==> src/rtl/vga_sync_rx.sv <==
// vga_sync_rx: rebuilds pixel position from hsync/vsync, measures line/frame
// length, locks after consecutive good frames and pulses sync_err on faults.
module vga_sync_rx #(
    parameter int H_DISPLAY   = 640,
    parameter int H_FRONT     = 16,
    parameter int H_SYNC      = 96,
    parameter int H_BACK      = 48,
    parameter int V_DISPLAY   = 480,
    parameter int V_FRONT     = 10,
    parameter int V_SYNC      = 2,
    parameter int V_BACK      = 33,
    parameter int LOCK_FRAMES = 2
) (
    input  logic       clk,
    input  logic       reset,
    input  logic       p_tick,
    input  logic       hsync,
    input  logic       vsync,
    output logic [9:0] pixel_x,
    output logic [9:0] pixel_y,
    output logic       video_on,
    output logic       locked,
    output logic [9:0] h_total,
    output logic [9:0] v_total,
    output logic       sync_err
);
    localparam int          H_TOTAL = H_DISPLAY + H_FRONT + H_SYNC + H_BACK;
    localparam int          V_TOTAL = V_DISPLAY + V_FRONT + V_SYNC + V_BACK;
    localparam logic [10:0] LOSS    = 11'(2 * H_TOTAL);

    typedef enum logic [1:0] {SEARCH, TRACK, LOCKED} state_t;

    state_t      state_q;
    logic        hs_q, vs_q, meas_valid_q, locked_q, sync_err_q;
    logic [9:0]  hcnt_q, vcnt_q, h_total_q, v_total_q, fcnt_q;
    logic [10:0] lcnt_q, lcnt_d;
    logic [3:0]  good_q, good_d;
    logic        hfall, vfall, hwrap, line_bad, frame_bad, loss, fault;

    assign hfall     = p_tick & hs_q & ~hsync;
    assign vfall     = p_tick & vs_q & ~vsync;
    assign hwrap     = ~hfall & (hcnt_q == 10'(H_TOTAL - 1));
    assign lcnt_d    = lcnt_q + 11'd1;
    assign good_d    = good_q + 4'd1;
    assign line_bad  = hfall & meas_valid_q & (lcnt_d != 11'(H_TOTAL));
    assign frame_bad = vfall & (fcnt_q != 10'(V_TOTAL));
    // lcnt parks at LOSS, so a dead hsync is reported only once
    assign loss      = p_tick & ~hfall & (lcnt_d == LOSS);
    assign fault     = line_bad | frame_bad | loss;

    assign pixel_x  = hcnt_q;
    assign pixel_y  = vcnt_q;
    assign locked   = locked_q;
    assign h_total  = h_total_q;
    assign v_total  = v_total_q;
    assign sync_err = sync_err_q;
    assign video_on = locked_q & (hcnt_q < 10'(H_DISPLAY)) & (vcnt_q < 10'(V_DISPLAY));

    always_ff @(posedge clk or negedge reset) begin
        if (!reset) begin
            state_q      <= SEARCH;
            hs_q         <= 1'b1;
            vs_q         <= 1'b1;
            meas_valid_q <= 1'b0;
            locked_q     <= 1'b0;
            sync_err_q   <= 1'b0;
            hcnt_q       <= '0;
            vcnt_q       <= '0;
            h_total_q    <= '0;
            v_total_q    <= '0;
            fcnt_q       <= '0;
            lcnt_q       <= '0;
            good_q       <= '0;
        end else begin
            sync_err_q <= 1'b0;
            if (p_tick) begin
                hs_q   <= hsync;
                vs_q   <= vsync;
                hcnt_q <= hfall ? 10'(H_DISPLAY + H_FRONT) : hwrap ? 10'd0 : hcnt_q + 10'd1;
                if (vfall)
                    vcnt_q <= 10'(V_DISPLAY + V_FRONT);
                else if (hwrap)
                    vcnt_q <= (vcnt_q == 10'(V_TOTAL - 1)) ? 10'd0 : vcnt_q + 10'd1;
                if (hfall) begin
                    if (meas_valid_q)
                        h_total_q <= (lcnt_d > 11'd1023) ? 10'd1023 : lcnt_d[9:0];
                    lcnt_q       <= '0;
                    meas_valid_q <= 1'b1;
                end else if (lcnt_q != LOSS) begin
                    lcnt_q <= lcnt_d;
                end
                if (loss)
                    meas_valid_q <= 1'b0;
                // an hsync fall coincident with vsync fall opens the new frame's count
                if (vfall) begin
                    v_total_q <= fcnt_q;
                    fcnt_q    <= {9'd0, hfall};
                end else if (hfall && fcnt_q != 10'h3ff) begin
                    fcnt_q <= fcnt_q + 10'd1;
                end
                case (state_q)
                    SEARCH: if (vfall) begin
                        state_q <= TRACK;
                        good_q  <= '0;
                    end
                    TRACK: if (fault) begin
                        state_q    <= SEARCH;
                        sync_err_q <= 1'b1;
                    end else if (vfall) begin
                        good_q <= good_d;
                        if (good_d == 4'(LOCK_FRAMES)) begin
                            state_q  <= LOCKED;
                            locked_q <= 1'b1;
                        end
                    end
                    LOCKED: if (fault) begin
                        state_q    <= SEARCH;
                        locked_q   <= 1'b0;
                        sync_err_q <= 1'b1;
                    end
                    default: state_q <= SEARCH;
                endcase
            end
        end
    end
endmodule
==> config.mk <==
export PLATFORM = sky130hd
export DESIGN_NAME = vga_sync_rx
export DESIGN_NICKNAME = d
export VERILOG_FILES = /design/src/rtl/vga_sync_rx.sv
export SDC_FILE = /design/constraint.sdc
export NUM_CORES = 1
export LEC_CHECK = 0
export CAP_MARGIN = 5
export CORE_MARGIN = 5
export CORE_UTILIZATION = 45
export CTS_BUF_LIST = sky130_fd_sc_hd__clkbuf_16
export DETAILED_ROUTE_END_ITERATION = 8
export GPL_ROUTABILITY_DRIVEN = 0
export GPL_TIMING_DRIVEN = 0
export PLACE_DENSITY_LB_ADDON = 0.08
export SYNTH_ARGS = -nofsm -noshare
export SYNTH_HDL_FRONTEND = slang
export SYNTH_SLANG_ARGS = --single-unit
==> constraint.sdc <==
create_clock -name clk -period 3.7 [get_ports clk]
set_input_delay 0.74 -clock clk [delete_from_list [all_inputs] [get_ports clk]]
set_output_delay 0.74 -clock clk [all_outputs]
set_load 0.02 [all_outputs]
# After elaboration in Yosys (flattened, before gate mapping)
# Index checks and enable logic that the tools add are counted.
dict set report totals {
  in_bits 5
  word_cells 103
  ff_bits 72
  out_inout_bits 43
}
dict set report op_classes {
  bitwise 17
  addsub 5
  n_mux 30
  eq_ne 17
  order_cmp 3
  n_reduce_logical 18
}
# cell count
set ops {}
lappend ops {{10-bit 2-to-1 mux} 8}
lappend ops {{10-bit by 1-bit adder with 10-bit output (second input constant)} 3}
lappend ops {{11-bit 2-to-1 mux} 2}
lappend ops {{10-bit equality test (second input constant)} 2}
lappend ops {{10-bit inequality test (second input constant)} 2}
lappend ops {{1-bit AND} 12}
lappend ops {{4-bit 2-to-1 mux} 3}
lappend ops {{2-bit nonzero test} 6}
lappend ops {{11-bit by 1-bit adder with 11-bit output (second input constant)} 1}
lappend ops {{11-bit equality test (second input constant)} 1}
lappend ops {{11-bit by 10-bit > comparator with 1-bit output (second input constant)} 1}
lappend ops {{11-bit by 10-bit inequality test with 1-bit output (second input constant)} 1}
lappend ops {{11-bit inequality test (second input constant)} 1}
lappend ops {{10-bit < comparator (second input constant)} 1}
lappend ops {{10-bit by 9-bit < comparator with 1-bit output (second input constant)} 1}
lappend ops {{2-bit 2-to-1 mux} 5}
lappend ops {{2-bit inequality test (second input constant)} 5}
lappend ops {{2-bit AND reduction} 5}
lappend ops {{5-bit AND reduction} 2}
lappend ops {{1-bit 2-to-1 mux} 9}
lappend ops {{4-bit one-hot mux with 2 select lines} 1}
lappend ops {{3-bit inequality test (second input constant)} 2}
lappend ops {{2-bit one-hot mux with 3 select lines} 1}
lappend ops {{6-bit AND reduction} 1}
lappend ops {{other kinds (11)} 14}

# Longest topological paths before layout
dict set report logic_depth {
  depth_word 9
  mapped_depth 9
  ltp_nobuf 8
}

# Worst setup path after synthesis
# No wires, ideal clock.
dict set report synth_path {
  kind {reg-to-reg}
  start {register lcnt_q[0]}
  end {register good_q[1]}
  arrival_ns 2.428
  stages_incl_launch_ff 8
  path_buffers 0
  slack_ns 1.146
  setup_ns 0.126
  t_required_ns 3.574
  synth_period_minus_slack_ns 2.554
  cell_sequence {dfrtp_1 ha_1 nand3_1 or4_4 a2111oi_4 o2111ai_4 and3_4 a221o_1}
}
dict set report synth_between {
  elab_chain_cells 7
  elab_cells_between_ends 9
  cone_classes {add/sub: 1; eq/ne: 3; bitwise: 4; reduce/logical: 1}
}
# item line
set synth_lines {}
lappend synth_lines {{start: declaration} 36} ;# logic [10:0] lcnt_q, lcnt_d;
lappend synth_lines {{start signal: assignment} 90} ;# lcnt_q <= lcnt_d;
lappend synth_lines {{11-bit by 1-bit adder with 11-bit output (*)} 43} ;# assign lcnt_d = lcnt_q + 11'd1;
lappend synth_lines {{11-bit by 10-bit inequality test with 1-bit output} 45} ;# assign line_bad = hfall & meas_valid_q & (lcnt_d != 11'(H_TOTAL));
lappend synth_lines {{1-bit AND} 45}
lappend synth_lines {{1-bit bitwise OR} 49} ;# assign fault = line_bad | frame_bad | loss;
lappend synth_lines {{1-bit bitwise OR (*)} 49}
lappend synth_lines {{2-bit inequality test (no source line) (*)} -}
lappend synth_lines {{5-bit AND reduction (no source line) (*)} -}
lappend synth_lines {{end signal: assignment} 110} ;# good_q <= good_d;
lappend synth_lines {{end: declaration} 37} ;# logic [3:0] good_q, good_d;
# Every way passes the cells marked *; elsewhere a longest branch is shown, timed or not.
# A chain may end at the register's enable or synchronous reset.

# Worst setup path in the final report
dict set report layout_path {
  start {input hsync}
  end {register lcnt_q[2]}
}
dict set report layout_between {
  elab_chain_cells 4
  elab_cells_between_ends 5
  cone_classes {mux: 1; bitwise: 2; reduce/logical: 2}
}
# item line
set layout_lines {}
lappend layout_lines {{start: declaration} 17} ;# input logic hsync,
lappend layout_lines {{1-bit NOT (*)} 40} ;# assign hfall = p_tick & hs_q & ~hsync;
lappend layout_lines {{1-bit AND (*)} 40}
lappend layout_lines {{2-bit nonzero test (no source line)} -}
lappend layout_lines {{2-bit AND reduction (no source line)} -}
# Marked as above.

==> results.ini <==
[placement]
place_hpwl_mm = 6.99
port_buffers = 47

[power_and_ir_drop]
pwr-share-comb_pct = 23.3
powerDensity_mw_per_mm2 = 516
peakVddDrop_mv = 0.334
p_int_mw = 1.82
p_clk_share_pct = 38.0
p_leak_nw = 2.07
p_sw_share_pct = 29.9
power_switching_uw = 773
seqPwrFrac_pct = 38.7

[clocking]
hold_buffers = 0
cts_buffer_depth = 2
cts_tree = done
insertion_delay_ps = 330
cts_num_sinks = 72
post_cts_buffers = 0
clkTransAtPathRegs_ps = 60
cts_resized = 0
cts_buffers = 9
cts_root_buf = clkbuf_16
cts_max_level = 3

[synth]
synth_top_area_cell = dfrtp_1
synthArstFlopShare_pct = 100
avgSynthCellArea_um2 = 8.94
synth_top_cells_by_area = dfrtp_1 43%, nand2_1 6.3%, o21ai_0 5.6%
syn_nets = 470
yosysTopAreaCellShare_pct = 43.3
synth_edf_count = 0
synth_warnings = 0
syn_area_mm2 = 0.00404
syn_inst = 452
synth-seq-area-share_pct = 44.6
ys_ff_latch = 72
synth_cell_types = 60
ys.flop_type = dfrtp_1

[critical_path]
crit_slowest_cell = or4_1
cp.required_ps = 3890
critPathBufInv = 3
cp_cell_sequence = clkdlybuf4s50_1 > nor2b_1 > clkbuf_1 > or4_1 > o311ai_0 > clkbuf_1 > o21ai_0
worst-path-max-fanout = 10
cpLargestDelayFamily = buffers and inverters
r2r-start = lcnt_q[0]
cp.arrival_ps = 3210
max_stage_delay_ps = 550
startpoint = hsync
cp-start-kind = input pin
path_common_cell = clkbuf_1
path_class = input pin to flip-flop
worstSetupEndpointType = flip-flop

[route]
drt_iter0_drc = 250
wl_per_cell_um = 15.9
num_vias = 3614
wl_mm = 9.96
first_pass_iters = 5
detail-route-antenna-nets = 0
drc = 0
avgViaCountPerCell = 5.77

[sta]
period_minus_slack_ps = 3020
worstMarginPinSlew_ps = 923
hold_ws_ps = 324
fmax_mhz = 331
slew_headroom_pct = 37.8
rsz0062_at_grt = false
fin_crit_sh_pct = 81.7
fin_skew_ps = 7.31
setup_viol = 0
hold_viol = 0
finalMaxSlewViolations = 0

[floorplanning]
initial_core_util_pct = 46.3
rows = 34
io_pins = 48
core_area_mm2 = 0.00872
design.die.area_mm2 = 0.0110
fp.dieH_um = 105
die_w_um = 105

[min_path]
hold_class = input pin to asynchronous set/reset pin

[layout]
fin_util_pct = 57.5
drive_gt1_share_pct = 6.76
nets = 531
syn_to_final_growth_pct = 24.1
diodes = 0

[global_routing]
antenna_found_initial = 0
grt-ovfl-total = 0
first_global_vias = 3439
grt_pass1_wl_mm = 17.2
grt_max_degree = 48
grt_use_total_pct = 18.8

[flow_run]
drv_cap = 0

[status]
status = finished, final reports clean

cell usage in the layout (no fill, tap or decap), drive strengths merged, types with 9 or more instances in the layout:
cell type and instances:
nand4 9, nand3 22, a21oi 15, nand2 68, ha 13, buf 10
dfrtp 70, xnor2 12, o21ai 45, nor2 41, and3 9, clkbuf 26
clkdlybuf4s50 46, inv 20
registers in the layout, indices dropped and copies added, names as in the netlist:
register      cells
lcnt_q           11
v_total          10
vs_q              1
h_total          10
good_q            4
pixel_x          10
pixel_y          10
meas_valid_q      1
locked            1
fcnt_q           10
hs_q              1
sync_err          1
state_q           2
logic make-up after synthesis:
logic type | Yosys count | synth area share [%]
compound gates | 107 | 17.8
mux | 4 | 1.05
flops | 72 | 44.6
simple gates | 196 | 24.3
buf+inv | 43 | 4.52
xor+xnor | 17 | 3.68
fa+ha+maj | 13 | 4.02
per-stage QoR:
step / TNS [ps] / cells / setup WS [ps] / power (mW) / cell area, µm²
global placement: -50160 / 607 / -722 / 1.60 / 4650
global route: 0 / 626 / 528 / 2.74 / 5020
floorplan: 0 / 452 / 1150 / 1.38 / 4040
finish: 0 / 626 / 676 / 2.59 / 5020
detailed placement: 0 / 608 / 105 / 1.62 / 4670
CTS: 0 / 624 / 447 / 2.61 / 5010
worst register-to-register path: stages (launching register included):
cell and delay (ps):
dfrtp_1 430, ha_1 350, nand3_1 170, or4_4 520, a2111oi_4 430, o2111ai_4 260
and3_4 280, a221o_1 320
worst paths after layout:
kind | end | slack [ps] | cells past startpoint
hold reg to reg | v_total[8] | 470 | 2
hold / removal | pixel_y[7] | 320 | 1
min in group clk | v_total[8] | 470 | 2
max in group asynchronous | vs_q | 2780 | 2
setup reg to reg | good_q[3] | 830 | 7
setup / recovery | lcnt_q[2] | 680 | 7
layout make-up:
| type | count | area (µm²) |
|---|---|---|
| clock inverter | 7 | 110 |
| tap | 108 | 135 |
| timing repair buffer | 50 | 505 |
| fill | 772 | 3700 |
| buffer | 23 | 108 |
| sequential | 72 | 1800 |
| multi-input combinational | 337 | 2050 |
| inverter | 20 | 75.1 |
| clock buffer | 9 | 225 |
power by group through the flow:
stage	Combinational, mW	Clock, mW	Sequential, mW
floorplan	0.324	0	1.06
global placement	0.593	0	1.01
detailed placement	0.606	0	1.01
CTS	0.609	1.00	1.00
global route	0.679	1.04	1.02
finish	0.603	0.985	1.00
cell usage after synthesis, types with 2 or more instances:
cell,instances
clkbuf_1,16
o21ai_0,45
xnor2_1,12
inv_1,20
a21o_1,2
o211ai_1,2
nor2b_1,2
and2_1,5
mux2i_1,2
ha_1,13
o41ai_1,3
dfrtp_1,70
nand2_1,68
nand4_1,9
nand3b_1,6
o22ai_1,3
a21oi_1,15
o31ai_1,8
nor4_1,2
buf_4,3
buf_2,2
xor2_1,5
or4_1,4
a221o_1,3
a41oi_1,2
a22o_1,2
dfstp_2,2
a31oi_1,7
nor2_1,41
and3_1,8
o311ai_0,3
or3_1,5
nor3_1,7
nand2b_1,4
nand4b_1,2
and4b_1,4
nand3_1,21
mux2_2,2
per-layer routing:
| layer | up-vias | track usage [%] | share of wire (%) |
|---|---|---|---|
| met2 | 95 | 30.2 | 48 |
| li1 | 1742 | - | - |
| met5 | - | 0 | 0 |
| met1 | 1762 | 25.8 | 46 |
| met4 | 0 | 5.75 | 1.3 |
| met3 | 15 | 3.45 | 4.2 |
(Power assumes the default switching activity.)
